==> config.mk <==
export PLATFORM = sky130hd
export DESIGN_NAME = m_wb_arbiter2
export DESIGN_NICKNAME = d
export VERILOG_FILES = /design/src/rtl/m_wb_arbiter2.sv
export SDC_FILE = /design/constraint.sdc
export NUM_CORES = 1
export LEC_CHECK = 0
export CAP_MARGIN = 20
export CORE_AREA = 3 3 120 122
export CTS_BUF_LIST = sky130_fd_sc_hd__clkbuf_8
export CTS_CLUSTER_SIZE = 25
export DETAILED_ROUTE_END_ITERATION = 7
export DIE_AREA = 0 0 123 125
export PLACE_DENSITY = 0.59
export SYNTH_ARGS = -nofsm -noshare
export SYNTH_HDL_FRONTEND = slang
export SYNTH_SLANG_ARGS = --single-unit
==> constraint.sdc <==
create_clock -name CLK_I -period 3.74 [get_ports CLK_I]
set_input_delay 0.748 -clock CLK_I [delete_from_list [all_inputs] [get_ports CLK_I]]
set_output_delay 0.748 -clock CLK_I [all_outputs]
set_load 0.02 [all_outputs]
==> src/rtl/m_wb_arbiter2.sv <==
// Two-master, one-slave Wishbone classic arbiter with CYC-framed grants,
// round-robin or fixed priority, and an ACK watchdog on the granted strobe.
module m_wb_arbiter2 #(
    parameter int unsigned TMOBITS   = 4,
    parameter bit          FIXEDPRIO = 1'b0
) (
    input  logic        CLK_I,
    input  logic        RST_I,
    input  logic        m0_CYC_I,
    input  logic        m0_STB_I,
    input  logic        m0_WE_I,
    input  logic [31:0] m0_ADR_I,
    input  logic [31:0] m0_DAT_I,
    input  logic [3:0]  m0_SEL_I,
    output logic        m0_ACK_O,
    output logic [31:0] m0_DAT_O,
    input  logic        m1_CYC_I,
    input  logic        m1_STB_I,
    input  logic        m1_WE_I,
    input  logic [31:0] m1_ADR_I,
    input  logic [31:0] m1_DAT_I,
    input  logic [3:0]  m1_SEL_I,
    output logic        m1_ACK_O,
    output logic [31:0] m1_DAT_O,
    output logic        CYC_O,
    output logic        STB_O,
    output logic        WE_O,
    output logic [31:0] ADR_O,
    output logic [31:0] DAT_O,
    output logic [3:0]  SEL_O,
    input  logic        ACK_I,
    input  logic [31:0] DAT_I,
    output logic [1:0]  gnt_o,
    output logic        tmo_o
);

    typedef enum logic [1:0] {
        IDLE = 2'b00,
        GNT0 = 2'b01,
        GNT1 = 2'b10
    } state_t;

    state_t               state;
    state_t               state_nxt;
    logic                 last_gnt;
    logic                 last_gnt_nxt;
    logic [TMOBITS-1:0]   wd_cnt;
    logic                 wd_fire;

    // State register; last_gnt=1 makes master 0 win the first contention.
    always_ff @(posedge CLK_I) begin
        if (!RST_I) begin
            state    <= IDLE;
            last_gnt <= 1'b1;
        end else begin
            state    <= state_nxt;
            last_gnt <= last_gnt_nxt;
        end
    end

    // Next-state: grants last a whole CYC frame, always via one IDLE cycle.
    always_comb begin
        state_nxt    = state;
        last_gnt_nxt = last_gnt;
        case (state)
            IDLE: begin
                if (m0_CYC_I && m1_CYC_I) begin
                    if (FIXEDPRIO || last_gnt) begin
                        state_nxt    = GNT0;
                        last_gnt_nxt = 1'b0;
                    end else begin
                        state_nxt    = GNT1;
                        last_gnt_nxt = 1'b1;
                    end
                end else if (m0_CYC_I) begin
                    state_nxt    = GNT0;
                    last_gnt_nxt = 1'b0;
                end else if (m1_CYC_I) begin
                    state_nxt    = GNT1;
                    last_gnt_nxt = 1'b1;
                end
            end
            GNT0:    if (!m0_CYC_I) state_nxt = IDLE;
            GNT1:    if (!m1_CYC_I) state_nxt = IDLE;
            default: state_nxt = IDLE;
        endcase
    end

    // Slave-side forwarding of the granted master; all zero when idle.
    always_comb begin
        CYC_O = 1'b0;
        STB_O = 1'b0;
        WE_O  = 1'b0;
        ADR_O = '0;
        DAT_O = '0;
        SEL_O = '0;
        case (state)
            GNT0: begin
                CYC_O = m0_CYC_I;
                STB_O = m0_STB_I;
                WE_O  = m0_WE_I;
                ADR_O = m0_ADR_I;
                DAT_O = m0_DAT_I;
                SEL_O = m0_SEL_I;
            end
            GNT1: begin
                CYC_O = m1_CYC_I;
                STB_O = m1_STB_I;
                WE_O  = m1_WE_I;
                ADR_O = m1_ADR_I;
                DAT_O = m1_DAT_I;
                SEL_O = m1_SEL_I;
            end
            default: ;
        endcase
    end

    // Watchdog counts consecutive unacknowledged strobe cycles; wraps on fire.
    always_ff @(posedge CLK_I) begin
        if (!RST_I) begin
            wd_cnt <= '0;
        end else if (state == IDLE || !STB_O || ACK_I) begin
            wd_cnt <= '0;
        end else begin
            wd_cnt <= wd_cnt + TMOBITS'(1);
        end
    end

    assign wd_fire = (&wd_cnt) & STB_O & ~ACK_I;
    assign tmo_o   = wd_fire;
    assign gnt_o   = {state == GNT1, state == GNT0};

    assign m0_ACK_O = (state == GNT0) & (ACK_I | wd_fire);
    assign m1_ACK_O = (state == GNT1) & (ACK_I | wd_fire);
    assign m0_DAT_O = (state == GNT0 && wd_fire) ? 32'h0 : DAT_I;
    assign m1_DAT_O = (state == GNT1 && wd_fire) ? 32'h0 : DAT_I;

endmodule

==> run metrics, run 1 <==
min Tclk post-route 3.57 ns; count leader, synth nor2b_1; peak supply drop 0.0000900 V; #FFs+latches synth 7; crit path max fanout 26; CTS Sinks 7; WP buf/inv 3; Synth Area in Compound Gates 0.293; Area contributors post-synth nor2b_1 (27%), a22oi_1 (26%), and2_1 (11%); CP delay by family, top buffers and inverters; hold depth 1; DP Area 5270 um2; Die ar. 15400 um2; post-synthesis cell count 281; Detail Route Antenna Nets 0; list of most frequent post-synthesis cells nor2b_1 (84), a22oi_1 (69), and2_1 (34), clkbuf_1 (24), nor2b_2 (20); simple-gate share of the synthesized area 0.522; WHS Endpoint wd_cnt[0]$_SDFF_PP0_; post-DP HPWL 10300 um; P_sw 0.000373 W; CTS H-tree depth 1; Mapped Avg Cell Area 7.03 um2; Placed Cells incl. Taps 748; Logic pwr share 0.804; Worst-Margin Slew 0.777 ns; drc violations 0; Post-Synth XOR/XNOR Area 0.00887; CTS buffer count 3; Post-synth EDFFs 0; post-route cell area 5320 um2; CP Capture Type primary output; pwr dens 179 nW/um2; fmax 280 MHz; Starting Density 0.149; Post-Route WL 12400 um; CP most frequent cell clkdlybuf4s50_1; final hold vios 0; Die Span Y 125 um; share of the synthesized area in the top cell type 0.266; post-synthesis adder-cell area fraction 0.0253; Die Wd 123 um; vias per std cell 4.22; clock skew 0.00182 ns; static leakage 1.78 nW; Cell Rows 42; largest net degree at the start of global routing 73; Post-CTS Setup Bufs 0; first-pass GRT wire length 17700 um; Crit path arrival time 2.82 ns; Max stage delay on crit path 0.57 ns; Synthesis Warnings 0; Post-Syn Area 1980 um2; IO Pins 317; # nets final 758; Primary FF master, synth dfxtp_1; Pins Over Slew Limit 0; R2R depth 5; multi-input logic area 1690 um2; P_int 0.000577 W; All-Layer GR Usage 0.145; Clock Pin Slew Worst Setup and Hold Paths 0.04 ns; routability congestion estimate 0.831; hold path start wd_cnt[0]$_SDFF_PP0_; startpoint types input port; RR Endpoint wd_cnt[2]$_SDFF_PP0_; RR Startpoint state[1]$_SDFFE_PN0P_; R2R Setup Slk 1.78 ns; Mapped Nets 462; Finished Layout Cells 752; main combinational cell family by area after synthesis simple AND/OR/NAND/NOR gates; Area growth syn-to-layout 169%; Final Setup Violations 0; Ant. Diodes 0; via count of the first global-routing pass 3152; total negative slack 0 ns; hold buffer count at cts 0; root buffer cell clkbuf_8; synth unique cells 29; Yosys top cell by area nor2b_1; status finished clean; Max Cap Violations 0; CP max-delay cell and4bb_4; Hold Crit Class flip-flop to flip-flop; clock latency on the worst-skew pair 0.23 ns; DRT iter0 DRCs 151; Seq pwr share 0.087; Setup CP Type input port to primary output; grt ovf 0; Fillers 1343; buffers added on ports 316; crit share post-route 0.955; switching fraction of total power 0.393; layout cell share with drive strength beyond 1 0.0590; post-synthesis mux area share 0; Critical Path RT 2.99 ns; asr flop ratio synth 0; Routed WL per cell 16.5 um; routed vias 3177; initial antenna violation count 0; crit-path cells clkdlybuf4s50_1, a22o_1, and4bb_4, buf_12, nor2b_2, clkdlybuf4s50_1; post-synthesis sequential area ratio 0.0709; Core Box Area 13300 um2; clock group share of total power 0.109; RSZ-0062 raised after global routing false; Seq. cell area 140 um2; Clock Path Buffers 2; relative slew slack 0.482; CTS tree done; TritonRoute pass-1 iters 6
how the worst max path moves through the flow:
stage | depth (start not counted) | end | startpoint | slack [ns]
floorplan | 7 | m0_DAT_O[10] | state[0]$_SDFFE_PN0P_ | 1.23
global placement | 5 | m1_DAT_O[10] | m1_STB_I | 0.22
detailed placement | 5 | m1_DAT_O[12] | m1_STB_I | 0.14
CTS | 5 | m1_DAT_O[12] | m1_STB_I | 0.14
global route | 6 | m0_DAT_O[11] | m1_STB_I | 0.08
finish | 6 | m0_DAT_O[16] | m1_STB_I | 0.17
worst reg2reg max path, cell delays in order, from the launching register on:
cell     delay [ns]
dfxtp_1        0.38
inv_1          0.08
ha_2           0.55
buf_4          0.45
nand4_1        0.27
nor2_1         0.16
layout by cell type (no fill, tap or decap), types with 2 or more instances in the layout:
| master | Yosys | routed |
|---|---|---|
| nor2b_2 | 20 | 20 |
| a22o_1 | 2 | 2 |
| and3_1 | 2 | 2 |
| dfxtp_1 | 7 | 7 |
| nand4_1 | 2 | 2 |
| clkdlybuf4s50_1 | 0 | 316 |
| buf_4 | 1 | 4 |
| o22ai_1 | 2 | 2 |
| inv_1 | 3 | 4 |
| and2_1 | 34 | 34 |
| a22oi_1 | 69 | 69 |
| nand2_1 | 2 | 2 |
| a21oi_1 | 2 | 2 |
| ha_2 | 0 | 3 |
| clkbuf_8 | 0 | 3 |
| nand3_1 | 2 | 2 |
| nor2_1 | 6 | 6 |
| nor2b_1 | 84 | 84 |
sequential cells by signal, summed over array words and instances, names as in the netlist:
| register | cells |
|---|---|
| wd_cnt | 4 |
| state | 2 |
| last_gnt | 1 |
cell families (layout without fill, tap and decap cells):
family | count (synthesis) | count (layout)
simple gates | 157 | 157
xor+xnor | 2 | 2
fa+ha+maj | 4 | 4
buf+inv | 33 | 328
compound gates | 78 | 78
flops | 7 | 7
metrics by stage:
stage	worst slack [ns]	power, W	hold WS [ns]	util
2_1_floorplan	1.23	0.000441	0.418	-
3_3_place_gp	0.218	0.000847	0.430	0.396
3_5_place_dp	0.144	0.000850	0.446	0.396
4_1_cts	0.135	0.000960	0.452	0.400
5_1_grt	0.0802	0.00101	0.464	0.400
6_report	0.169	0.000950	0.455	0.400
area by class of cell:
cell class | instances | share of cell area
multi-input combinational | 241 | 0.318
clock inverter | 1 | 0.000705
clock buffer | 3 | 0.00776
timing repair buffer | 321 | 0.604
tap | 176 | 0.0414
sequential | 7 | 0.0263
inverter | 3 | 0.00212
repair_timing:
action / 4_1_cts / 5_1_grt
hold endpoints to repair: 0 / 0
setup endpoints to repair: 0 / 32
resized for setup: 0 / 1
layer usage:
metal | share of wire | track usage | vias up
met5 | 0 | 0 | -
met4 | 0.010 | 0.0169 | 0
met2 | 0.53 | 0.272 | 131
met1 | 0.38 | 0.168 | 1464
met3 | 0.079 | 0.0343 | 10
li1 | - | - | 1572
power groups by stage:
stage | clock, W | combinational [W] | sequential, W
finish | 0.000104 | 0.000764 | 0.0000826
CTS | 0.000108 | 0.000770 | 0.0000825
detailed placement | 0 | 0.000766 | 0.0000837
floorplan | 0 | 0.000359 | 0.0000823
global route | 0.000115 | 0.000816 | 0.0000826
global placement | 0 | 0.000763 | 0.0000834
No activity file was read; power rests on OpenSTA's default activity.
==> run 2, diff against run 1 <==
--- a/config.mk
+++ b/config.mk
@@ -6,12 +6,12 @@
 export NUM_CORES = 1
 export LEC_CHECK = 0
 export CAP_MARGIN = 20
-export CORE_AREA = 3 3 120 122
+export CORE_AREA = 3 3 122 124
 export CTS_BUF_LIST = sky130_fd_sc_hd__clkbuf_8
 export CTS_CLUSTER_SIZE = 25
 export DETAILED_ROUTE_END_ITERATION = 7
-export DIE_AREA = 0 0 123 125
-export PLACE_DENSITY = 0.59
+export DIE_AREA = 0 0 125 127
+export PLACE_DENSITY = 0.58
 export SYNTH_ARGS = -nofsm -noshare
 export SYNTH_HDL_FRONTEND = slang
 export SYNTH_SLANG_ARGS = --single-unit
==> constraint.sdc (replaced) <==
create_clock -name CLK_I -period 3.38 [get_ports CLK_I]
set_input_delay 0.676 -clock CLK_I [delete_from_list [all_inputs] [get_ports CLK_I]]
set_output_delay 0.676 -clock CLK_I [all_outputs]
set_load 0.02 [all_outputs]
==> run 2 against run 1 <==
Effect of this change:
- utilization down 1.5 points
- sequential power increased by 9.6%
- critical path depth shrank 1
- combinational power rose by 12%
- flip-flop and latch count is the same
- non-clock buffer count grew 1
- register-to-register slack lost 0.12 ns
- via count decreased by 0.54%
- clock-buffer cell count unchanged
- cell area grew 0.61%
- global-route usage shrank 0.40 points
==> run metrics, run 2 (synthesis results as in run 1) <==
status finished clean; layout cell share with drive strength beyond 1 0.0623; Die Span Y 127 um; first-pass GRT wire length 18300 um; Max Used Layer met4; total negative slack 0 ns; routability congestion estimate 0.859; Starting Density 0.142; DR WL met2 6810 um; final hold vios 0; Clock Path Buffers 2; Largest Register wd_cnt; Crit path arrival time 2.55 ns; CTS tree done; P_int 0.000644 W; TritonRoute pass-1 iters 4; switching fraction of total power 0.390; Routed WL per cell 16.6 um; root buffer cell clkbuf_8; CTS H-tree depth 1; Hold Crit Class flip-flop to flip-flop; crit share post-route 0.954; post-DP HPWL 10300 um; R2R depth 6; CTS Sinks 7; max FFs per register 4; Max stage delay on crit path 0.55 ns; RSZ-0062 raised after global routing false; startpoint types input port; via count of the first global-routing pass 3189; Seq pwr share 0.086; Die Wd 125 um; initial antenna violation count 0; Die ar. 15900 um2; Area growth syn-to-layout 171%; P_sw 0.000411 W; hold slack 0.460 ns; drc violations 0; Cell Rows 43; relative slew slack 0.717; clock group share of total power 0.105; Post-Route WL 12600 um; DRT iter0 DRCs 193; Final Setup Violations 0; crit path max fanout 16; routed vias 3160; Setup CP Type input port to primary output; peak supply drop 0.000105 V; buffers added on ports 316; Worst-Margin Slew 0.424 ns; Fillers 1424; hold depth 1; clock skew 0.00462 ns; vias per std cell 4.17; CP Capture Type primary output; clock latency on the worst-skew pair 0.22 ns; CP max-delay cell clkdlybuf4s50_1; static leakage 1.79 nW; IO Pins 317; CTS buffer count 3; met1 wire length 4820 um; hold buffer count at cts 0; fmax 310 MHz; most frequent cells in the layout clkdlybuf4s50_1 (316), nor2b_1 (84), a22oi_1 (69); pwr dens 197 nW/um2; All-Layer GR Usage 0.141; Max Cap Violations 0; Logic pwr share 0.810; Core Box Area 13900 um2; largest net degree at the start of global routing 74; grt ovf 0; Pins Over Slew Limit 0; min Tclk post-route 3.22 ns; Clock Pin Slew Worst Setup and Hold Paths 0.03 ns; Critical Path RT 2.70 ns; crit-path cells clkdlybuf4s50_1, a22o_1, and4bb_4, nor2b_2, clkdlybuf4s50_1; most common cell after layout, fill and taps aside clkdlybuf4s50_1; # nets final 760; WL met3 818 um; CP most frequent cell clkdlybuf4s50_1; top flop regs wd_cnt x4, state x2, last_gnt x1; Ant. Diodes 0; Detail Route Antenna Nets 0
[run 2: cell types whose count changed in the layout (fill, tap and decap cells not counted), sizes merged]
cell / previous run / this run
and4bb: 1 / 2
buf: 5 / 6
[run 2: worst max-delay path, delay by kind of cell]
family	cells	cell delay (ns)
AND/OR/NAND/NOR	2	0.56
buffers and inverters	2	1.01
AO/OA/AOI/OAI	1	0.28
[run 2: power by group through the flow]
stage          combinational, W  clock, W  sequential, W
2_1_floorplan          0.000397         0      0.0000911
3_3_place_gp           0.000852         0      0.0000917
3_5_place_dp           0.000858         0      0.0000919
4_1_cts                0.000862  0.000116      0.0000905
5_1_grt                0.000912  0.000120      0.0000915
6_report               0.000855  0.000111      0.0000905
[run 2: layer usage]
layer	up-vias	GRT usage
met5	-	0
met2	127	0.271
met1	1443	0.166
met4	0	0.0128
li1	1582	-
met3	8	0.0284
[run 2: what timing repair did]
item,4_1_cts,5_1_grt
buffers inserted,0,0
resized for setup,0,1
setup endpoints to repair,0,32
[run 2: area by class of cell]
| type | count | area (um2) | share of cell area |
|---|---|---|---|
| Clock buffer | 3 | 41.3 | 0.00771 |
| Clock inverter | 1 | 3.75 | 0.000701 |
| Inverter | 3 | 11.3 | 0.00210 |
| Multi-Input combinational cell | 242 | 1700 | 0.318 |
| Sequential cell | 7 | 140 | 0.0262 |
| Tap cell | 180 | 225 | 0.0420 |
| Timing Repair Buffer | 322 | 3230 | 0.604 |
[run 2: worst paths after layout]
kind | from | endpoint | slack, ns
worst min register to register | wd_cnt[0]$_SDFF_PP0_ | wd_cnt[0]$_SDFF_PP0_ | 0.46
worst max-delay path | m1_STB_I | m0_DAT_O[25] | 0.16
worst min-delay path | wd_cnt[0]$_SDFF_PP0_ | wd_cnt[0]$_SDFF_PP0_ | 0.46
worst max register to register | state[0]$_SDFFE_PN0P_ | state[1]$_SDFFE_PN0P_ | 1.66
[run 2: through the flow]
step	instance area, um2	total power (W)	setup slack, ns	cells	utilization
global placement	5300	0.000943	0.101	753	0.381
CTS	5340	0.00107	0.0284	757	0.385
finish	5360	0.00106	0.155	758	0.386
global route	5360	0.00112	0.0673	758	0.386
floorplan	1980	0.000488	0.942	281	-
detailed placement	5300	0.000950	0.0304	753	0.381
